File: config.mk
export PLATFORM = sky130hd
export DESIGN_NAME = comp_serial_flat
export DESIGN_NICKNAME = d
export VERILOG_FILES = /design/src/rtl/comp_serial_pkg.sv /design/src/rtl/comp_serial_if.sv /design/src/rtl/comp_serial_digit.sv /design/src/rtl/comp_serial.sv /design/src/flat_wrapper.sv
export SDC_FILE = /design/constraint.sdc
export NUM_CORES = 1
export LEC_CHECK = 0
export ABC_CLOCK_PERIOD_IN_PS = 2900
export CORE_MARGIN = 4
export CORE_UTILIZATION = 55
export DETAILED_ROUTE_END_ITERATION = 16
export MAX_ROUTING_LAYER = met4
export PLACE_DENSITY = 0.86
export SLEW_MARGIN = 20
export SYNTH_ARGS = -nofsm -noshare
export SYNTH_HDL_FRONTEND = slang
export SYNTH_HIERARCHICAL = 1
export SYNTH_SLANG_ARGS = --single-unit
File: constraint.sdc
create_clock -name iClk -period 2.9 [get_ports iClk]
set_input_delay 0.87 -clock iClk [delete_from_list [all_inputs] [get_ports iClk]]
set_output_delay 0.87 -clock iClk [all_outputs]
set_load 0.02 [all_outputs]
File: src/rtl/comp_serial_pkg.sv
// Shared definitions for the serial magnitude comparator.
//   stateT  : FSM state encoding (idle, running, result presented)
//   resultT : encoding of the internal gt/lt/eq result register;
//             RES_NONE means "no decision yet" and drives all flags low
package comp_pkg;

    typedef enum logic [1:0] {
        ST_IDLE = 2'd0,
        ST_RUN  = 2'd1,
        ST_DONE = 2'd2
    } stateT;

    typedef enum logic [1:0] {
        RES_NONE = 2'd0,
        RES_GT   = 2'd1,
        RES_LT   = 2'd2,
        RES_EQ   = 2'd3
    } resultT;

endpackage

File: src/rtl/comp_serial_if.sv
// Request/result bundle of the serial comparator.
//   iStart/iSigned/iA/iB : request side, driven by the master
//   oBusy/oDone          : handshake status, driven by the slave
//   oAgtB/oAltB/oAeqB    : one-hot result flags
//   oCycles              : digits examined for the last result
interface comp_serial_if #(
    parameter int WIDTH = 16,
    parameter int DIGIT = 4
) ();
    localparam int NDIG = WIDTH / DIGIT;
    localparam int CW   = $clog2(NDIG + 1);

    logic             iStart;
    logic             iSigned;
    logic [WIDTH-1:0] iA;
    logic [WIDTH-1:0] iB;
    logic             oBusy;
    logic             oDone;
    logic             oAgtB;
    logic             oAltB;
    logic             oAeqB;
    logic [CW-1:0]    oCycles;

    modport master (
        output iStart, iSigned, iA, iB,
        input  oBusy, oDone, oAgtB, oAltB, oAeqB, oCycles
    );

    modport slave (
        input  iStart, iSigned, iA, iB,
        output oBusy, oDone, oAgtB, oAltB, oAeqB, oCycles
    );
endinterface

File: src/rtl/comp_serial_digit.sv
// Combinational unsigned compare of one DIGIT-bit digit.
//   iA, iB : digit of each operand
//   oGt    : iA > iB
//   oLt    : iA < iB
module comp_digit #(
    parameter int DIGIT = 4
) (
    input  logic [DIGIT-1:0] iA,
    input  logic [DIGIT-1:0] iB,
    output logic             oGt,
    output logic             oLt
);
    assign oGt = (iA > iB);
    assign oLt = (iA < iB);
endmodule

File: src/rtl/comp_serial.sv
// Multi-cycle magnitude comparator: compares two WIDTH-bit operands MSB-first,
// DIGIT bits per clock, unsigned or two's-complement, with optional early exit.
//   iClk, iRsn : clock (rising edge) and asynchronous active-low reset
//   bus        : slave side of comp_serial_if (start/busy/done handshake,
//                operands, one-hot result flags, digit count)
module comp_serial
    import comp_pkg::*;
#(
    parameter int WIDTH      = 16,
    parameter int DIGIT      = 4,
    parameter bit EARLY_EXIT = 1'b1
) (
    input logic          iClk,
    input logic          iRsn,
    comp_serial_if.slave bus
);
    localparam int NDIG = WIDTH / DIGIT;
    localparam int CW   = $clog2(NDIG + 1);

    localparam logic [WIDTH-1:0] MSB_MASK = WIDTH'(1) << (WIDTH - 1);
    localparam logic [CW-1:0]    LAST_IDX = CW'(NDIG - 1);

    stateT            state;
    logic [WIDTH-1:0] shA;
    logic [WIDTH-1:0] shB;
    logic [CW-1:0]    digCnt;
    logic [CW-1:0]    cycles;
    resultT           recRes;    // first unequal digit seen so far (hidden while busy)
    resultT           res;       // published result
    logic             busy;
    logic             done;

    logic             dGt;
    logic             dLt;
    resultT           digRes;
    logic             decide;

    comp_digit #(
        .DIGIT (DIGIT)
    ) uDigit (
        .iA  (shA[WIDTH-1 -: DIGIT]),
        .iB  (shB[WIDTH-1 -: DIGIT]),
        .oGt (dGt),
        .oLt (dLt)
    );

    // Keep the earliest unequal digit; later digits cannot change the ordering.
    always_comb begin
        digRes = recRes;
        if (recRes == RES_NONE) begin
            if (dGt) begin
                digRes = RES_GT;
            end else if (dLt) begin
                digRes = RES_LT;
            end
        end
        decide = (EARLY_EXIT && (dGt || dLt)) || (digCnt == LAST_IDX);
    end

    always_ff @(posedge iClk or negedge iRsn) begin
        if (!iRsn) begin
            state  <= ST_IDLE;
            shA    <= '0;
            shB    <= '0;
            digCnt <= '0;
            cycles <= '0;
            recRes <= RES_NONE;
            res    <= RES_NONE;
            busy   <= 1'b0;
            done   <= 1'b0;
        end else begin
            case (state)
                ST_IDLE, ST_DONE: begin
                    done <= 1'b0;
                    if (bus.iStart) begin
                        // Flipping the sign bit maps two's complement onto offset
                        // binary, so the unsigned digit compare orders correctly.
                        shA    <= bus.iA ^ (bus.iSigned ? MSB_MASK : '0);
                        shB    <= bus.iB ^ (bus.iSigned ? MSB_MASK : '0);
                        digCnt <= '0;
                        cycles <= '0;
                        recRes <= RES_NONE;
                        res    <= RES_NONE;
                        busy   <= 1'b1;
                        state  <= ST_RUN;
                    end else begin
                        state <= ST_IDLE;
                    end
                end
                ST_RUN: begin
                    shA    <= shA << DIGIT;
                    shB    <= shB << DIGIT;
                    digCnt <= digCnt + CW'(1);
                    recRes <= digRes;
                    if (decide) begin
                        res    <= (digRes == RES_NONE) ? RES_EQ : digRes;
                        cycles <= digCnt + CW'(1);
                        busy   <= 1'b0;
                        done   <= 1'b1;
                        state  <= ST_DONE;
                    end
                end
                default: begin
                    state <= ST_IDLE;
                end
            endcase
        end
    end

    assign bus.oBusy   = busy;
    assign bus.oDone   = done;
    assign bus.oAgtB   = (res == RES_GT);
    assign bus.oAltB   = (res == RES_LT);
    assign bus.oAeqB   = (res == RES_EQ);
    assign bus.oCycles = cycles;
endmodule

File: src/flat_wrapper.sv
// flat-port wrapper written by rule: the top's interface ports become plain ports
module comp_serial_flat import comp_pkg::*;
#(
    parameter int WIDTH      = 16,
    parameter int DIGIT      = 4,
    parameter bit EARLY_EXIT = 1'b1
)
  (iClk, iRsn, bus_iStart, bus_iSigned, bus_iA, bus_iB, bus_oBusy, bus_oDone, bus_oAgtB, bus_oAltB, bus_oAeqB, bus_oCycles);
  comp_serial_if #(.WIDTH(WIDTH), .DIGIT(DIGIT)) bus_i ();
  input logic iClk;
  input logic iRsn;
  input wire logic [$bits(bus_i.iStart)-1:0] bus_iStart;
  input wire logic [$bits(bus_i.iSigned)-1:0] bus_iSigned;
  input wire logic [$bits(bus_i.iA)-1:0] bus_iA;
  input wire logic [$bits(bus_i.iB)-1:0] bus_iB;
  output wire logic [$bits(bus_i.oBusy)-1:0] bus_oBusy;
  output wire logic [$bits(bus_i.oDone)-1:0] bus_oDone;
  output wire logic [$bits(bus_i.oAgtB)-1:0] bus_oAgtB;
  output wire logic [$bits(bus_i.oAltB)-1:0] bus_oAltB;
  output wire logic [$bits(bus_i.oAeqB)-1:0] bus_oAeqB;
  output wire logic [$bits(bus_i.oCycles)-1:0] bus_oCycles;
  assign bus_i.iStart = bus_iStart;
  assign bus_i.iSigned = bus_iSigned;
  assign bus_i.iA = bus_iA;
  assign bus_i.iB = bus_iB;
  assign bus_oBusy = bus_i.oBusy;
  assign bus_oDone = bus_i.oDone;
  assign bus_oAgtB = bus_i.oAgtB;
  assign bus_oAltB = bus_i.oAltB;
  assign bus_oAeqB = bus_i.oAeqB;
  assign bus_oCycles = bus_i.oCycles;
  comp_serial #(.WIDTH(WIDTH), .DIGIT(DIGIT), .EARLY_EXIT(EARLY_EXIT)) u_core (.iClk(iClk), .iRsn(iRsn), .bus(bus_i));
endmodule
==> Word level (Yosys, flattened, before mapping) <==
Index checks and enable logic that the tools add are counted.
Widths: inputs -> output; s select.
{ "op_classes": {"addsub": 1, "n_lt_le_gt_ge": 2, "n_eq_ne": 8, "mux": 25, "bitwise": 2, "reduce_logical": 10} }
{ "op_table": {"columns": ["operator", "n"], "rows": [
  ["$pmux 16 s2", 2],
  ["$mux 16", 3],
  ["$xor 16x16->16", 2],
  ["$mux 2", 7],
  ["$pmux 2 s2", 3],
  ["$pmux 3 s2", 2],
  ["$eq 2x2->1 const B", 3],
  ["$logic_not 2->1", 3],
  ["$mux 3", 2],
  ["$eq 2x1->1 const B", 2],
  ["$gt 4x4->1", 1],
  ["$lt 4x4->1", 1],
  ["$mux 1", 4],
  ["$pmux 1 s2", 2],
  ["$reduce_and 2->1", 2],
  ["$add 3x1->3 const B", 1],
  ["$eq 3x2->1 const B", 1],
  ["$reduce_and 3->1", 1],
  ["$logic_or 1x1->1", 2],
  ["$ne 2x1->1 const B", 1],
  ["$ne 2x2->1 const B", 1],
  ["$reduce_bool 2->1", 1],
  ["$reduce_or 2->1", 1]
]} }
{ "totals": {"regBits": 46, "input_bits": 36, "output_inout_bits": 8, "word_cells": 57} }

==> Longest topological paths before layout <==
Gate-level depths: netlist of the first run.
{ "depth": {"word_depth": 8, "ltp_mapped": 9, "depth_no_buf": 9} }

==> Cells and area by module <==
Netlist of the first run, hierarchy kept.
{ "by_module_without_submodules": {"columns": ["module", "n_inst", "cells_each", "area_each_um2"], "rows": [
  ["comp_serial", 1, 183, 2040.7],
  ["comp_digit", 1, 15, 113.9]
]} }

==> Worst setup path before layout of the first run <==
OpenSTA, ideal clock, no wires.
{ "synth_path": {"kind": "register to register", "from": "register u_core.shA[15]", "to": "register u_core.res[1]", "setup_ns": 0.125, "arrival_time_ns": 1.638, "required_time_ns": 2.775, "path_slack_ns": 1.137, "stages_incl_launch_ff": 8, "period_less_slack_ns": 1.763, "cell_sequence": "dfrtp_1 > ha_1 > nand2_1 > o21bai_1 > and2_1 > or3_4 > a22oi_1 > a21oi_2"} }
{ "synth_between": {"elab_chain_cells": 8} }
{ "synth_lines": {"columns": ["item", "line_no", "source"], "rows": [
  ["from (decl)", "comp_serial.sv:24", "logic [WIDTH-1:0] shA;"],
  ["from (signal assigned)", "comp_serial.sv:78", "shA <= bus.iA ^ (bus.iSigned ? MSB_MASK : '0);"],
  ["from (signal assigned)", "comp_serial.sv:91", "shA <= shA << DIGIT;"],
  ["$lt 4x4->1 (*)", "comp_serial_digit.sv:14", "assign oLt = (iA < iB);"],
  ["net u_core.dLt", "comp_serial.sv:34", "logic dLt;"],
  ["$mux 2", "comp_serial.sv:53", "end else if (dLt) begin"],
  ["$mux 2", "comp_serial.sv:51", "if (dGt) begin"],
  ["$mux 2", "comp_serial.sv:50", "if (recRes == RES_NONE) begin"],
  ["$logic_not 2->1", "comp_serial.sv:96", "res <= (digRes == RES_NONE) ? RES_EQ : digRes;"],
  ["$mux 2", "comp_serial.sv:96", null],
  ["$mux 2", "comp_serial.sv:95", "if (decide) begin"],
  ["$pmux 2 s2", "comp_serial.sv:72", "case (state)"],
  ["to (signal assigned)", "comp_serial.sv:96", null],
  ["to (decl)", "comp_serial.sv:29", "resultT res;"]
]} }
The timed path passes the listed nets; every way through them passes the cells marked *. The select of a mux whose other input is x is not followed.
A chain may end at the register's enable or synchronous reset.

==> Worst setup path after layout of the first run <==
{ "layout_path": {"from": "register u_core.res[1]", "to": "output port bus_oAgtB"} }
{ "layout_between": {"elab_chain_cells": 1} }
{ "layout_lines": {"columns": ["item", "line_no", "source"], "rows": [
  ["$eq 2x1->1", "comp_serial.sv:112", "assign bus.oAgtB = (res == RES_GT);"],
  ["to (decl)", "flat_wrapper.sv:18", "output wire logic [$bits(bus_i.oAgtB)-1:0] bus_oAgtB;"]
]} }
No other way between the ends.

==> impl_metrics.ini, run 1 <==
[power]
seq_power_share_pct = 38.9
cellPowerDensity_nw_per_um2 = 1091
share_clk_of_total_power_pct = 13.7
design_power_total_mw = 2.920
power_switching_mw = 1.190
p_leak_nw = 1.221
peakVddDrop_mv = 0.5806
sw_frac_of_total_pct = 40.74
internal_power_mw = 1.731
power.combinational.fraction_pct = 47.4

[place]
placed_cells = 279
globalplace.congestion = 0.7840
dpl.hpwl_mm = 3.073
port_buffers = 43

[clock_tree]
hold_buffers = 0
cts_resized = 0
postCtsSetupRepairBufs = 0
max-clock-path-buffers = 2
clk_root_buffer_cell = sky130_fd_sc_hd__clkbuf_8
h-tree-depth = 2
cts.reportedPaths.clkPinSlew_ps = 90
worst_skew_pair.late_latency_ps = 300
clkSinkCount = 46
cts_buffers = 5
tritoncts = done

[global_routing]
initial_antenna_violation_count = 0
grt_pass1_wl_mm = 7.265
largest_net_degree_at_the_start_of_global_routing = 47
global_route.usage.total_pct = 18.86
vias_in_the_first_global_route = 1563
grt_overflow_total = 0

[route]
detail_route.drc_violations = 0
drt_iter0_markers = 85
final_antenna_net_count = 0
wl_per_cell_um = 15.37
vias = 1620
first_pass_iters = 4
viasPerCell = 5.645
detail_route.wirelength_mm = 4.412

[sta]
worst_clock_skew_ps = 6.907
final_hold_violation_count = 0
worst_slew_margin_rel_pct = 60.09
final.period_utilization_pct = 79.99
finalSetupTns_ps = 0
finalMaxSlewViolations = 0
finalWorstPathRequiredPeriod_ps = 2320
worstMarginPinSlew_ps = 598.0
setup_viol_count_final = 0
achievable-frequency_mhz = 431.1
rsz0062_at_grt = false

[floorplanning]
core.rowCount = 22
initial_core_util_pct = 57.98
dieHeight_um = 70.59
floorplan.die.width_um = 70.59
die-area_um2 = 4983
design.portCount = 44
core_area_um2 = 3716

[synth]
synth_area_per_cell_um2 = 10.88
synth_area_leader_cell = sky130_fd_sc_hd__dfrtp_1
yosys-top-cells-area = sky130_fd_sc_hd__dfrtp_1, sky130_fd_sc_hd__a22oi_2, sky130_fd_sc_hd__nand3_1, sky130_fd_sc_hd__nand2_1, sky130_fd_sc_hd__a22oi_1
synth_enable_flop_cells = 0
yosys.cell_count.top_type = sky130_fd_sc_hd__dfrtp_1
yosysTopAreaCellShare_pct = 53.43
ys_ff_latch = 46
synth-seq-area-share_pct = 53.43
post_synth_instance_area_um2 = 2155
asyncSetResetFlopFracSynth_pct = 100.0
synth-main-ff-cell = sky130_fd_sc_hd__dfrtp_1
yosysWarningCount = 6
synth.distinct_cells = 37
synth_fp_nets = 240
syn-instance-count = 198
yosys-top-cells-count = sky130_fd_sc_hd__dfrtp_1, sky130_fd_sc_hd__nand2_1, sky130_fd_sc_hd__nand3_1

[finish]
drive_above_1_share_pct = 14.23
antenna_cells_inserted = 0
fin_nets = 280
fillCellCount = 270
fin_cells = 287
layout-area-overhead-vs-synth_pct = 24.27
seq_area_um2 = 1151
multi_input_comb_area_um2 = 890.9

[setup_path]
crit_path_max_fanout = 4
critical-path-slowest-cell = sky130_fd_sc_hd__clkdlybuf4s50_1
timing.critical_path.slowest_cell_delay_ps = 610
cp_data_arrival_time_ps = 1450
worstPathCellList = nor2b_1 > clkdlybuf4s50_1
worst_path_class_setup = register to primary output
worst_setup_path_start_kind = register
crit_required_ps = 2030
end_kind = primary output

[run_status]
run_status = complete, no violations

[run]
maxCapViolCount = 0

[hold_path]
holdCritPathClass = register to register
logic make-up after synthesis:
| family | share of synthesized area [%] |
|---|---|
| AOI/OAI and AO/OA | 19.92 |
| xor gates and xnor gates | 0.8132 |
| adders and majority gates | 3.484 |
| buffers and inverters | 5.342 |
| DFF | 53.43 |
| and+or+nand+nor | 17.02 |
per-layer routing:
layer  global-route usage (%)  part of all wire (%)  vias to the layer above
li1                         -                     -                      790
met1                    25.66                    47                      784
met2                    28.27                    48                       36
met3                    3.977                   3.4                       10
met4                    6.681                   1.8                        0
met5                        -                     0                        -
area by class of cell:
type	instances	area share (%)
clock buffers	5	2.570
clock inverters	3	0.9346
inverters	7	0.9813
multi-input cells	131	33.27
flip-flops and latches	46	42.99
well taps	48	2.243
repair buffers	47	17.01
placed cells by master (no fill, tap or decap), types with 2 or more instances in the layout:
master | netlist | final
sky130_fd_sc_hd__a22oi_1 | 13 | 13
sky130_fd_sc_hd__nor2b_1 | 3 | 2
sky130_fd_sc_hd__and2_1 | 2 | 2
sky130_fd_sc_hd__a22o_1 | 9 | 9
sky130_fd_sc_hd__clkbuf_8 | 0 | 5
sky130_fd_sc_hd__a221o_1 | 2 | 2
sky130_fd_sc_hd__a31o_2 | 2 | 2
sky130_fd_sc_hd__ha_1 | 6 | 6
sky130_fd_sc_hd__buf_4 | 3 | 4
sky130_fd_sc_hd__a21oi_1 | 3 | 3
sky130_fd_sc_hd__inv_1 | 6 | 6
sky130_fd_sc_hd__a22oi_2 | 10 | 10
sky130_fd_sc_hd__nand2b_1 | 3 | 3
sky130_fd_sc_hd__nand2_1 | 28 | 28
sky130_fd_sc_hd__clkdlybuf4s50_1 | 0 | 42
sky130_fd_sc_hd__dfrtp_1 | 46 | 46
sky130_fd_sc_hd__xnor2_1 | 2 | 2
sky130_fd_sc_hd__nand3_1 | 25 | 25
sky130_fd_sc_hd__nor2_1 | 5 | 5
sky130_fd_sc_hd__nor3_1 | 3 | 3
worst max-delay path: cells and delay by family, from the launching register on:
family        cells  cell delay, ps
simple gates      1             120
flops             1             420
buf+inv           1             610
registers in the layout, summed over array words and instances (netlist names):
register	flops
u_core/bus.oCycles	3
u_core/bus.oDone	1
u_core/state	2
u_core/digCnt	3
u_core/shA	16
u_core/recRes	2
u_core/bus.oBusy	1
u_core/shB	16
u_core/res	2
worst paths after layout:
kind / startpoint / end / slack, ps / cells after the start
worst max-delay path: u_core/res[1] / bus_oAgtB / 580 / 2
worst min-delay path: u_core/bus.oBusy / u_core/bus.oBusy / 490 / 1
worst max register to register: u_core/shA[13] / u_core/res[0] / 910 / 7
worst min register to register: u_core/bus.oBusy / u_core/bus.oBusy / 490 / 1
max in group asynchronous: iRsn / u_core/shB[4] / 1870 / 2
min in group asynchronous: iRsn / u_core/bus.oBusy / 630 / 2
power by group through the flow:
stage / clock, mW / sequential, mW / combinational, mW
2_1_floorplan: 0 / 1.12 / 1.06
3_3_place_gp: 0 / 1.13 / 1.34
3_5_place_dp: 0 / 1.14 / 1.39
4_1_cts: 0.408 / 1.13 / 1.39
5_1_grt: 0.434 / 1.16 / 1.54
6_report: 0.401 / 1.13 / 1.38
stage by stage:
stage,worst slack [ps],hold WS [ps],util (%),cell area (µm²)
after floorplan,1137,456.1,-,2155
after global placement,723.8,468.6,69.53,2584
after detailed placement,664.0,468.4,69.53,2584
after CTS,570.3,494.4,72.05,2678
after global routing,509.7,501.1,72.05,2678
final,580.3,492.5,72.05,2678
Note: power is estimated with default switching activity, not from simulation.
==> inputs of run 2 (changes only) <==
ABC_CLOCK_PERIOD_IN_PS = 2400   (was 2900)
CORE_UTILIZATION = 51   (was 55)
PLACE_DENSITY = 0.8   (was 0.86)
clock period = 2.4 ns   (was 2.9 ns; I/O delays follow)
==> run 2 against run 1 <==
  * Final area increased by 1.2%
  * Total power increased by 24%
  * Combinational power increased by 22%
  * Flip-flop and latch count unchanged
  * Non-clock buffer count increased by 2
  * First-iteration DRC count increased by 34%
  * Global-route usage about the same
  * Sequential share of layout area decreased by 0.52 points
==> impl_metrics.ini, run 2 (same netlist as run 1, synthesis figures left out) <==
[place]
dp_worst_slack_ps = 356.8
dpl.hpwl_mm = 3.170
dpl-instance-area_um2 = 2601
port_buffers = 43
globalplace.congestion = 0.8542

[finish]
drive_above_1_share_pct = 14.94
layout-area-overhead-vs-synth_pct = 25.78
most_common_library_cell_in_the_layout_ignoring_fill_and_taps = sky130_fd_sc_hd__dfrtp_1
most_frequent_cells_in_the_layout = sky130_fd_sc_hd__dfrtp_1, sky130_fd_sc_hd__clkdlybuf4s50_1, sky130_fd_sc_hd__nand2_1
fin_nets = 282
layout.core_utilization_pct = 67.27
antenna_cells_inserted = 0
biggestRegsByFlops = u_core/shA (16), u_core/shB (16)
post_route_design_area_um2 = 2710

[sta]
worst_slew_margin_rel_pct = 62.53
finalMaxSlewViolations = 0
worst_clock_skew_ps = 4.762
final.period_utilization_pct = 89.31
worstMarginPinSlew_ps = 562.1
rsz0062_at_grt = false
finalWorstPathRequiredPeriod_ps = 2143
setup_ws_ps = 256.7
final_hold_violation_count = 0
finalSetupTns_ps = 0
setup_viol_count_final = 0
achievable-frequency_mhz = 466.6

[route]
detail_route.wirelength_mm = 4.482
first_pass_iters = 4
final_antenna_net_count = 0
drt_iter0_markers = 114
viasPerCell = 5.643
detail_route.drc_violations = 0
vias = 1642
wl_per_cell_um = 15.40

[global_routing]
vias_in_the_first_global_route = 1655
global_route.usage.total_pct = 18.84
grt_pass1_wl_mm = 7.514
initial_antenna_violation_count = 0
largest_net_degree_at_the_start_of_global_routing = 47
grt_overflow_total = 0

[setup_path]
reg2reg_to = u_core/res[0]
r2r_setup_slack_ps = 360
worst-path-stages = 2
worst_path_class_setup = register to primary output
critical-path-slowest-cell = sky130_fd_sc_hd__clkdlybuf4s50_1
reg2reg_depth = 7
timing.critical_path.slowest_cell_delay_ps = 600
worst_setup_path_start_kind = register
cp_num_buf_inv = 1
timing.critical_path.from = u_core/res[1]
critical_path.endpoint = bus_oAltB
end_kind = primary output
worstPathCellList = nor2b_1 > clkdlybuf4s50_1
worst_r2r_startpoint = u_core/shA[15]
crit_required_ps = 1680
crit_path_max_fanout = 4
cp_data_arrival_time_ps = 1420
worst_path_dominant_cell_family = buffers and inverters

[clock_tree]
clkSinkCount = 46
clk_root_buffer_cell = sky130_fd_sc_hd__clkbuf_8
cts_resized = 0
cts_buffers = 5
cts.reportedPaths.clkPinSlew_ps = 80
tritoncts = done
postCtsSetupRepairBufs = 0
worst_skew_pair.late_latency_ps = 290
max-clock-path-buffers = 2
hold_buffers = 0
h-tree-depth = 2

[run]
maxCapViolCount = 0

[power]
cellPowerDensity_nw_per_um2 = 1335
power_switching_mw = 1.418
internal_power_mw = 2.200
power.combinational.fraction_pct = 46.6
p_leak_nw = 1.244
share_clk_of_total_power_pct = 15.4
peakVddDrop_mv = 0.6218
sw_frac_of_total_pct = 39.19
seq_power_share_pct = 38.0

[hold_path]
min-delay-start = u_core/bus.oBusy
holdCritPathClass = register to register

[floorplanning]
floorplan.die.width_um = 73.00
core.rowCount = 23
core_area_um2 = 4029
initial_core_util_pct = 53.48
dieHeight_um = 73.00
die-area_um2 = 5328
design.portCount = 44

[run_status]
run_status = complete, no violations
run 2: cell count changes in the layout (fill, tap and decap cells not counted):
| cell | delta |
|---|---|
| sky130_fd_sc_hd__clkinv_2 | +2 |
| sky130_fd_sc_hd__buf_4 | +2 |
| sky130_fd_sc_hd__clkinv_4 | -1 |
| sky130_fd_sc_hd__bufinv_16 | +1 |
| sky130_fd_sc_hd__clkinvlp_4 | -1 |
| sky130_fd_sc_hd__inv_6 | -1 |
run 2: final cells by class:
class | count | area [µm²]
clock buffer | 5 | 68.82
clock inverter | 3 | 40.04
fill | 320 | 1319
inverter | 7 | 26.28
multi-input combinational | 131 | 890.9
sequential | 46 | 1151
tap | 50 | 62.56
timing repair buffer | 49 | 470.5
run 2: metrics by stage:
stage	hold WS [ps]	instances	power (mW)
after floorplan	424.4	198	2.630
after global placement	462.6	283	3.001
after detailed placement	473.0	283	3.066
after CTS	491.1	291	3.634
after global routing	500.5	291	3.895
final	489.0	291	3.617
run 2: power by group through the flow:
stage / Sequential (mW) / Combinational, mW / Clock, mW
finish: 1.38 / 1.69 / 0.557
global route: 1.41 / 1.88 / 0.605
CTS: 1.37 / 1.70 / 0.568
detailed placement: 1.38 / 1.68 / 0
global placement: 1.36 / 1.64 / 0
floorplan: 1.35 / 1.28 / 0
run 2: how the worst min path moves through the flow:
| stage | endpoint | slack [ps] | depth (start not counted) |
|---|---|---|---|
| 6_report | u_core/bus.oBusy | 490 | 1 |
| 5_1_grt | u_core/bus.oBusy | 500 | 1 |
| 4_1_cts | u_core/bus.oBusy | 490 | 1 |
| 3_5_place_dp | u_core/bus.oBusy | 470 | 1 |
| 3_3_place_gp | u_core/bus.oBusy | 460 | 1 |
| 2_1_floorplan | u_core/bus.oBusy | 420 | 0 |
run 2: routing by layer:
| layer | global-route usage (%) | vias up | wire (µm) |
|---|---|---|---|
| li1 | - | 793 | - |
| met1 | 25.02 | 811 | 1958 |
| met2 | 29.59 | 36 | 2314 |
| met3 | 4.683 | 2 | 201 |
| met4 | 3.689 | 0 | 8 |
| met5 | - | - | 0 |
